`src/rtl/alu16_pkg.sv`:
```
// Shared definitions for the alu16 pipeline: opcode encoding, default
// datapath width and the bit positions of the status flags in the
// registered flag vector.
package alu16_pkg;

    localparam int unsigned ALU_WIDTH = 16;
    localparam int unsigned OP_W      = 3;

    typedef enum logic [OP_W-1:0] {
        OP_ADD = 3'd0,
        OP_SUB = 3'd1,
        OP_AND = 3'd2,
        OP_OR  = 3'd3,
        OP_XOR = 3'd4,
        OP_NOT = 3'd5,
        OP_SHL = 3'd6,
        OP_SHR = 3'd7
    } op_t;

    // Flag vector layout
    localparam int unsigned FLAG_Z = 0;
    localparam int unsigned FLAG_N = 1;
    localparam int unsigned FLAG_C = 2;
    localparam int unsigned FLAG_V = 3;
    localparam int unsigned FLAG_W = 4;

endpackage

```
`src/rtl/alu16_logic.sv`:
```
// Combinational ALU datapath: add/sub, bitwise, invert and 1-bit shifts,
// producing result s, carry/borrow c and signed overflow v.
// Optional macro ALU16_SAT_EN: ADD/SUB saturate to the signed range on
// overflow (v still reports the overflow, c is unaffected).
// Ports:
//   op  opcode (alu16_pkg::op_t encoding)
//   a,b operands (b unused by NOT/SHL/SHR)
//   s   result, c carry/borrow, v signed overflow
module alu16_logic
    import alu16_pkg::*;
#(
    parameter int unsigned WIDTH = ALU_WIDTH
) (
    input  logic [OP_W-1:0]  op,
    input  logic [WIDTH-1:0] a,
    input  logic [WIDTH-1:0] b,
    output logic [WIDTH-1:0] s,
    output logic             c,
    output logic             v
);

`ifdef ALU16_SAT_EN
    localparam bit SAT_EN = 1'b1;
`else
    localparam bit SAT_EN = 1'b0;
`endif

    localparam logic [WIDTH-1:0] S_MAX = {1'b0, {(WIDTH-1){1'b1}}};
    localparam logic [WIDTH-1:0] S_MIN = {1'b1, {(WIDTH-1){1'b0}}};

    op_t              op_e;
    logic [WIDTH:0]   sum_w;
    logic [WIDTH-1:0] diff;
    logic             add_ovf;
    logic             sub_ovf;

    assign op_e  = op_t'(op);
    assign sum_w = {1'b0, a} + {1'b0, b};
    assign diff  = a - b;

    // Overflow: operand signs agree (add) / differ (sub) but result sign differs from a
    assign add_ovf = (a[WIDTH-1] == b[WIDTH-1]) && (sum_w[WIDTH-1] != a[WIDTH-1]);
    assign sub_ovf = (a[WIDTH-1] != b[WIDTH-1]) && (diff[WIDTH-1]  != a[WIDTH-1]);

    // Result/flag select
    always_comb begin
        s = '0;
        c = 1'b0;
        v = 1'b0;
        case (op_e)
            OP_ADD: begin
                s = sum_w[WIDTH-1:0];
                c = sum_w[WIDTH];
                v = add_ovf;
            end
            OP_SUB: begin
                s = diff;
                c = (a < b);
                v = sub_ovf;
            end
            OP_AND: s = a & b;
            OP_OR:  s = a | b;
            OP_XOR: s = a ^ b;
            OP_NOT: s = ~a;
            OP_SHL: begin
                s = {a[WIDTH-2:0], 1'b0};
                c = a[WIDTH-1];
            end
            OP_SHR: begin
                s = {1'b0, a[WIDTH-1:1]};
                c = a[0];
            end
            default: s = '0;
        endcase
        // Overflow direction always follows the sign of a for both add and sub
        if (SAT_EN && v) begin
            s = a[WIDTH-1] ? S_MIN : S_MAX;
        end
    end

endmodule

```
`src/rtl/alu16_pipe.sv`:
```
// Two-stage pipelined 16-bit ALU with valid/ready on both sides.
// Stage 1 holds op/a/b and feeds the combinational datapath; stage 2
// holds the result and Z/N/C/V flags with full backpressure.
// Optional macro ALU16_SAT_EN: signed saturation on ADD/SUB.
// Ports:
//   clk, rst_n                   clock, async active-low reset
//   in_valid/in_ready            input handshake (in_ready is comb on out_ready)
//   in_op, in_a, in_b            opcode and operands
//   out_valid/out_ready          output handshake
//   out_s, out_z/n/c/v           result and flags
module alu16_pipe
    import alu16_pkg::*;
#(
    parameter int unsigned WIDTH = ALU_WIDTH
) (
    input  logic             clk,
    input  logic             rst_n,
    input  logic             in_valid,
    output logic             in_ready,
    input  logic [OP_W-1:0]  in_op,
    input  logic [WIDTH-1:0] in_a,
    input  logic [WIDTH-1:0] in_b,
    output logic             out_valid,
    input  logic             out_ready,
    output logic [WIDTH-1:0] out_s,
    output logic             out_z,
    output logic             out_n,
    output logic             out_c,
    output logic             out_v
);

    logic              s1_valid;
    logic [OP_W-1:0]   s1_op;
    logic [WIDTH-1:0]  s1_a;
    logic [WIDTH-1:0]  s1_b;
    logic              s2_valid;
    logic [WIDTH-1:0]  s2_s;
    logic [FLAG_W-1:0] s2_flags;

    logic              s1_adv;
    logic [WIDTH-1:0]  alu_s;
    logic              alu_c;
    logic              alu_v;
    logic [FLAG_W-1:0] alu_flags;

    // Stage 1 may move on when stage 2 is empty or is being drained this cycle
    assign s1_adv   = !s2_valid || out_ready;
    assign in_ready = !s1_valid || s1_adv;

    alu16_logic #(
        .WIDTH (WIDTH)
    ) u_logic (
        .op (s1_op),
        .a  (s1_a),
        .b  (s1_b),
        .s  (alu_s),
        .c  (alu_c),
        .v  (alu_v)
    );

    // Flags taken from the final (possibly saturated) result
    always_comb begin
        alu_flags         = '0;
        alu_flags[FLAG_Z] = (alu_s == '0);
        alu_flags[FLAG_N] = alu_s[WIDTH-1];
        alu_flags[FLAG_C] = alu_c;
        alu_flags[FLAG_V] = alu_v;
    end

    // Stage 1: operand capture; refills or empties whenever it is ready
    always_ff @(posedge clk or negedge rst_n) begin
        if (!rst_n) begin
            s1_valid <= 1'b0;
            s1_op    <= '0;
            s1_a     <= '0;
            s1_b     <= '0;
        end else if (in_ready) begin
            s1_valid <= in_valid;
            if (in_valid) begin
                s1_op <= in_op;
                s1_a  <= in_a;
                s1_b  <= in_b;
            end
        end
    end

    // Stage 2: result/flags; held while stalled
    always_ff @(posedge clk or negedge rst_n) begin
        if (!rst_n) begin
            s2_valid <= 1'b0;
            s2_s     <= '0;
            s2_flags <= '0;
        end else if (s1_adv) begin
            s2_valid <= s1_valid;
            if (s1_valid) begin
                s2_s     <= alu_s;
                s2_flags <= alu_flags;
            end
        end
    end

    assign out_valid = s2_valid;
    assign out_s     = s2_s;
    assign out_z     = s2_flags[FLAG_Z];
    assign out_n     = s2_flags[FLAG_N];
    assign out_c     = s2_flags[FLAG_C];
    assign out_v     = s2_flags[FLAG_V];

endmodule

```
`config.mk`:
```
export PLATFORM = sky130hd
export DESIGN_NAME = alu16_pipe
export DESIGN_NICKNAME = d
export VERILOG_FILES = /design/src/rtl/alu16_pkg.sv /design/src/rtl/alu16_logic.sv /design/src/rtl/alu16_pipe.sv
export SDC_FILE = /design/constraint.sdc
export NUM_CORES = 1
export LEC_CHECK = 0
export CAP_MARGIN = 25
export CORE_MARGIN = 2
export CORE_UTILIZATION = 53
export CTS_BUF_LIST = sky130_fd_sc_hd__clkbuf_4 sky130_fd_sc_hd__clkbuf_8
export CTS_CLUSTER_SIZE = 14
export DETAILED_ROUTE_END_ITERATION = 10
export PLACE_DENSITY_LB_ADDON = 0.3
export SLEW_MARGIN = 10
export SYNTH_ARGS = -nofsm -noshare
export SYNTH_HDL_FRONTEND = slang
export SYNTH_SLANG_ARGS = --single-unit
```
`constraint.sdc`:
```
create_clock -name clk -period 2.8 [get_ports clk]
set_input_delay 0.42 -clock clk [delete_from_list [all_inputs] [get_ports clk]]
set_output_delay 0.42 -clock clk [all_outputs]
set_load 0.01 [all_outputs]
```
==> out/results.tsv <==
stage	metric	value	unit
status	outcome	finished, violations left	
status	failing checks	setup timing	
logic_synthesis	share of flip-flops with an asynchronous set or reset	100.0	%
clock_tree	H-tree depth	2	
detailed_routing	DRC violations left	0	
flow_run	number of max-cap violations	0	
die	Top-Level Pins	61	
finish	final core utilization	78.06	%
clock_tree	clk root buf	sky130_fd_sc_hd__clkbuf_8	
clock_tree	post-CTS clock slew at the launch and capture registers of the worst setup and hold paths	100	ps
worst_hold_path	type of the worst min-delay path	input port to async pin	
grt	first-pass GRT wire length	25210	um
sta	normalized max-slew margin	59.29	%
detailed_routing	first drt pass iteration count	5	
sta	Setup violations, final	4	
logic_synthesis	Seq cells post-synth	56	
worst_setup_path	Crit Path Category	flip-flop to flip-flop	
worst_setup_path	Worst R2R Setup Slack	-150	ps
sta	slew at the pin closest to its max-slew limit	608.7	ps
clock_tree	clock insertion delay at the later pin of the skew report	330	ps
placed_design	quantity of I/O buffers inserted on ports	60	
finish	layout-stage area growth over the synthesis result	42.34	%
worst_setup_path	capturing element type of the critical path	flip-flop	
logic_synthesis	post-synthesis cell type count	76	
sta	Max Slew Vio Count	0	
logic_synthesis	XOR/XNOR share of the synthesized area	1.032	%
placed_design	post-placement cell count	853	
clock_tree	clock tree from TritonCTS	done	
logic_synthesis	simple-gate portion of the synthesized area	15.48	%
logic_synthesis	Post-Syn Area	5091	um^2
detailed_routing	Via-to-Cell Ratio	5.892	
sta	Final Hold Fails	0	
finish	Antenna diodes	0	
grt	final global-route overflow total	0	
grt	initial antenna violation count	0	
detailed_routing	per-cell routed wire length	18.42	um
logic_synthesis	dominant combinational cell family by area after synthesis	compound AO/OA/AOI/OAI gates	
worst_setup_path	CP Data Arrival Time	3190	ps
power	Max IR drop VDD	0.4688	mV
finish	fin nets	840	
sta	share of the clock period used by the worst path after layout	105.5	%
logic_synthesis	top post-synthesis cells by area	sky130_fd_sc_hd__dfrtp_1 28%, sky130_fd_sc_hd__ha_1 12%, sky130_fd_sc_hd__mux2_2 9.1%	
worst_setup_path	count of cells along the worst register-to-register path	11	
detailed_routing	wire length reported by the detailed router	16210	um
detailed_routing	First DRT Iteration DRCs	362	
placed_design	estimated wirelength of the detail-placed design	12160	um
worst_setup_path	required time of the critical path	3040	ps
logic_synthesis	sequential element share of the synthesized area	27.53	%
grt	vias in the first global route	4905	
worst_setup_path	reg2reg start	s1_b[0]$_DFFE_PN0P_	
placed_design	Worst Setup Slack post-DPL	-405.5	ps
clock_tree	CTS Buf Count	5	
power	static leakage	3.174	nW
clock_tree	number of clock sinks	56	
die	core box area	9284	um^2
logic_synthesis	post-synthesis share of cell area spent on full adders, half adders and majority gates	12.58	%
worst_setup_path	type of element launching the critical path	flip-flop	
finish	share of post-route cells with drive strength above 1	36.22	%
sta	Final Skew	15.07	ps
logic_synthesis	warning count from the yosys run	0	
logic_synthesis	Post-Synthesis Cells	583	
detailed_routing	via total after detailed routing	5185	
die	Initial Utilization	54.84	%
logic_synthesis	count leader, synth	sky130_fd_sc_hd__dfrtp_1	
sta	Final WS setup	-153.6	ps
sta	unrepaired setup endpoints after global routing	true	
die	overall die area	10410	um^2
power	total power divided by cell area	667.5	nW/um^2
clock_tree	Max Root-Sink Buffers	2	
logic_synthesis	mean area per synthesized cell	8.733	um^2
logic_synthesis	mux contribution to synthesized area	12.66	%
logic_synthesis	compound-gate portion of the synthesized area	23.49	%
worst_setup_path	critical register-to-register path endpoint	s2_flags[0]$_DFFE_PN0P_	
grt	pin count of the biggest net entering global routing	36	
sta	maximum clock frequency	0.3386	GHz
grt	total routing usage reported by global routing	30.80	%
logic_synthesis	largest area contributor in the synthesized netlist	sky130_fd_sc_hd__dfrtp_1	
logic_synthesis	Post-synth EDFFs	0	
sta	total negative setup slack	-399.4	ps
placed_design	final weighted congestion in routability-driven placement	0.9906	
logic_synthesis	commonest cells in the netlist	56 x sky130_fd_sc_hd__dfrtp_1, 48 x sky130_fd_sc_hd__ha_1, 47 x sky130_fd_sc_hd__nand2_1	
sta	post-layout minimum cycle time	2954	ps
finish	number of inserted filler cells in the final layout	645	
die	Die H	102.0	um
logic_synthesis	synthesized netlist net count	672	
logic_synthesis	Synth top area share	27.53	%
die	num rows	35	
logic_synthesis	Post-synth top flop	sky130_fd_sc_hd__dfrtp_1	
die	width of the chip	102.0	um
finish	count of placed standard cells in the final layout, fillers left out	880	
worst_setup_path	Crit Path Max Fanout	3	
detailed_routing	number of nets still failing antenna checks after routing	0	
[layout make-up]
class	instances	area [um^2]	area share [%]
clock buffers	7	96.34	1.329
inverters	47	176.4	2.434
multi-input cells	441	3725	51.40
flip-flops and latches	56	1406	19.41
well taps	129	161.4	2.227
repair buffers	200	1682	23.20
[placed cells by master (no fill, tap or decap), types with 10 or more instances in the layout]
cell type and instances:
sky130_fd_sc_hd__buf_4 135, sky130_fd_sc_hd__clkdlybuf4s50_1 59, sky130_fd_sc_hd__dfrtp_1 52, sky130_fd_sc_hd__nand2_1 47
sky130_fd_sc_hd__mux2_2 41, sky130_fd_sc_hd__nor2_1 39, sky130_fd_sc_hd__inv_1 38, sky130_fd_sc_hd__ha_1 32
sky130_fd_sc_hd__o21ai_0 27, sky130_fd_sc_hd__a21oi_1 27, sky130_fd_sc_hd__nand2b_1 17, sky130_fd_sc_hd__ha_4 12
sky130_fd_sc_hd__o211ai_1 11, sky130_fd_sc_hd__nand3_1 10
[power breakdown]
part / internal [mW] / total [mW] / switching (mW)
sequential: 0.990 / 1.14 / 0.151
combinational: 1.64 / 3.19 / 1.55
clock: 0.222 / 0.506 / 0.284
total: 2.85 / 4.84 / 1.99
[routing by layer]
metal,GRT usage (%),routed length (um),vias to the layer above
met5,0,0,-
met4,7.487,241,0
met3,4.241,938,24
met2,50.46,7693,199
met1,43.29,7338,2516
li1,-,-,2446
[sequential cells by signal, indices dropped and copies added, names as in the netlist]
name and flops:
s1_valid 1, out_valid 1, out_s 15, s1_op 3, s1_b 16, s2_flags 4
s1_a 16
[critical path: stages (launching register included)]
cell and delay [ps]:
sky130_fd_sc_hd__dfrtp_2 460, sky130_fd_sc_hd__ha_4 190, sky130_fd_sc_hd__fa_2 400, sky130_fd_sc_hd__a211oi_4 260, sky130_fd_sc_hd__o21ai_2 130, sky130_fd_sc_hd__a2111oi_4 360
sky130_fd_sc_hd__nor3b_2 90, sky130_fd_sc_hd__a211oi_2 270, sky130_fd_sc_hd__nand4_1 170, sky130_fd_sc_hd__nor4_2 170, sky130_fd_sc_hd__nand4_1 160, sky130_fd_sc_hd__o31ai_2 210
[cells by family after synthesis]
group | Yosys count
XOR/XNOR | 6
buffers and inverters | 86
flip-flops | 56
multiplexers | 53
AO/OA/AOI/OAI | 171
AND/OR/NAND/NOR | 161
adder cells (fa/ha/maj) | 50
[how the worst max path moves through the flow]
stage | start | end
CTS | s1_b[0]$_DFFE_PN0P_ | s2_flags[0]$_DFFE_PN0P_
detailed placement | s1_b[0]$_DFFE_PN0P_ | s2_flags[0]$_DFFE_PN0P_
global placement | s1_a[1]$_DFFE_PN0P_ | s2_flags[1]$_DFFE_PN0P_
floorplan | s1_a[0]$_DFFE_PN0P_ | out_s[14]$_DFFE_PN0P_
global route | s1_b[0]$_DFFE_PN0P_ | s2_flags[0]$_DFFE_PN0P_
finish | s1_b[0]$_DFFE_PN0P_ | s2_flags[0]$_DFFE_PN0P_
[timing repair]
action | 4_1_cts | 5_1_grt
pin swaps | 21 | 20
resized for setup | 44 | 42
endpoints found under the hold margin | 9 | 0
hold buffers | 1 | 0
setup endpoints to repair | 11 | 10
buffers inserted | 15 | 6
[metrics by stage]
step                      hold WS, ps  power (mW)  area [um^2]
final                           475.8       4.837         7247
after floorplan                 124.4       2.643         5101
after detailed placement        292.6       3.868         6593
after CTS                       479.6       4.603         7024
after global placement          294.4       3.795         6593
after global routing            511.3       5.131         7247
No activity file was read; power rests on OpenSTA's default activity.
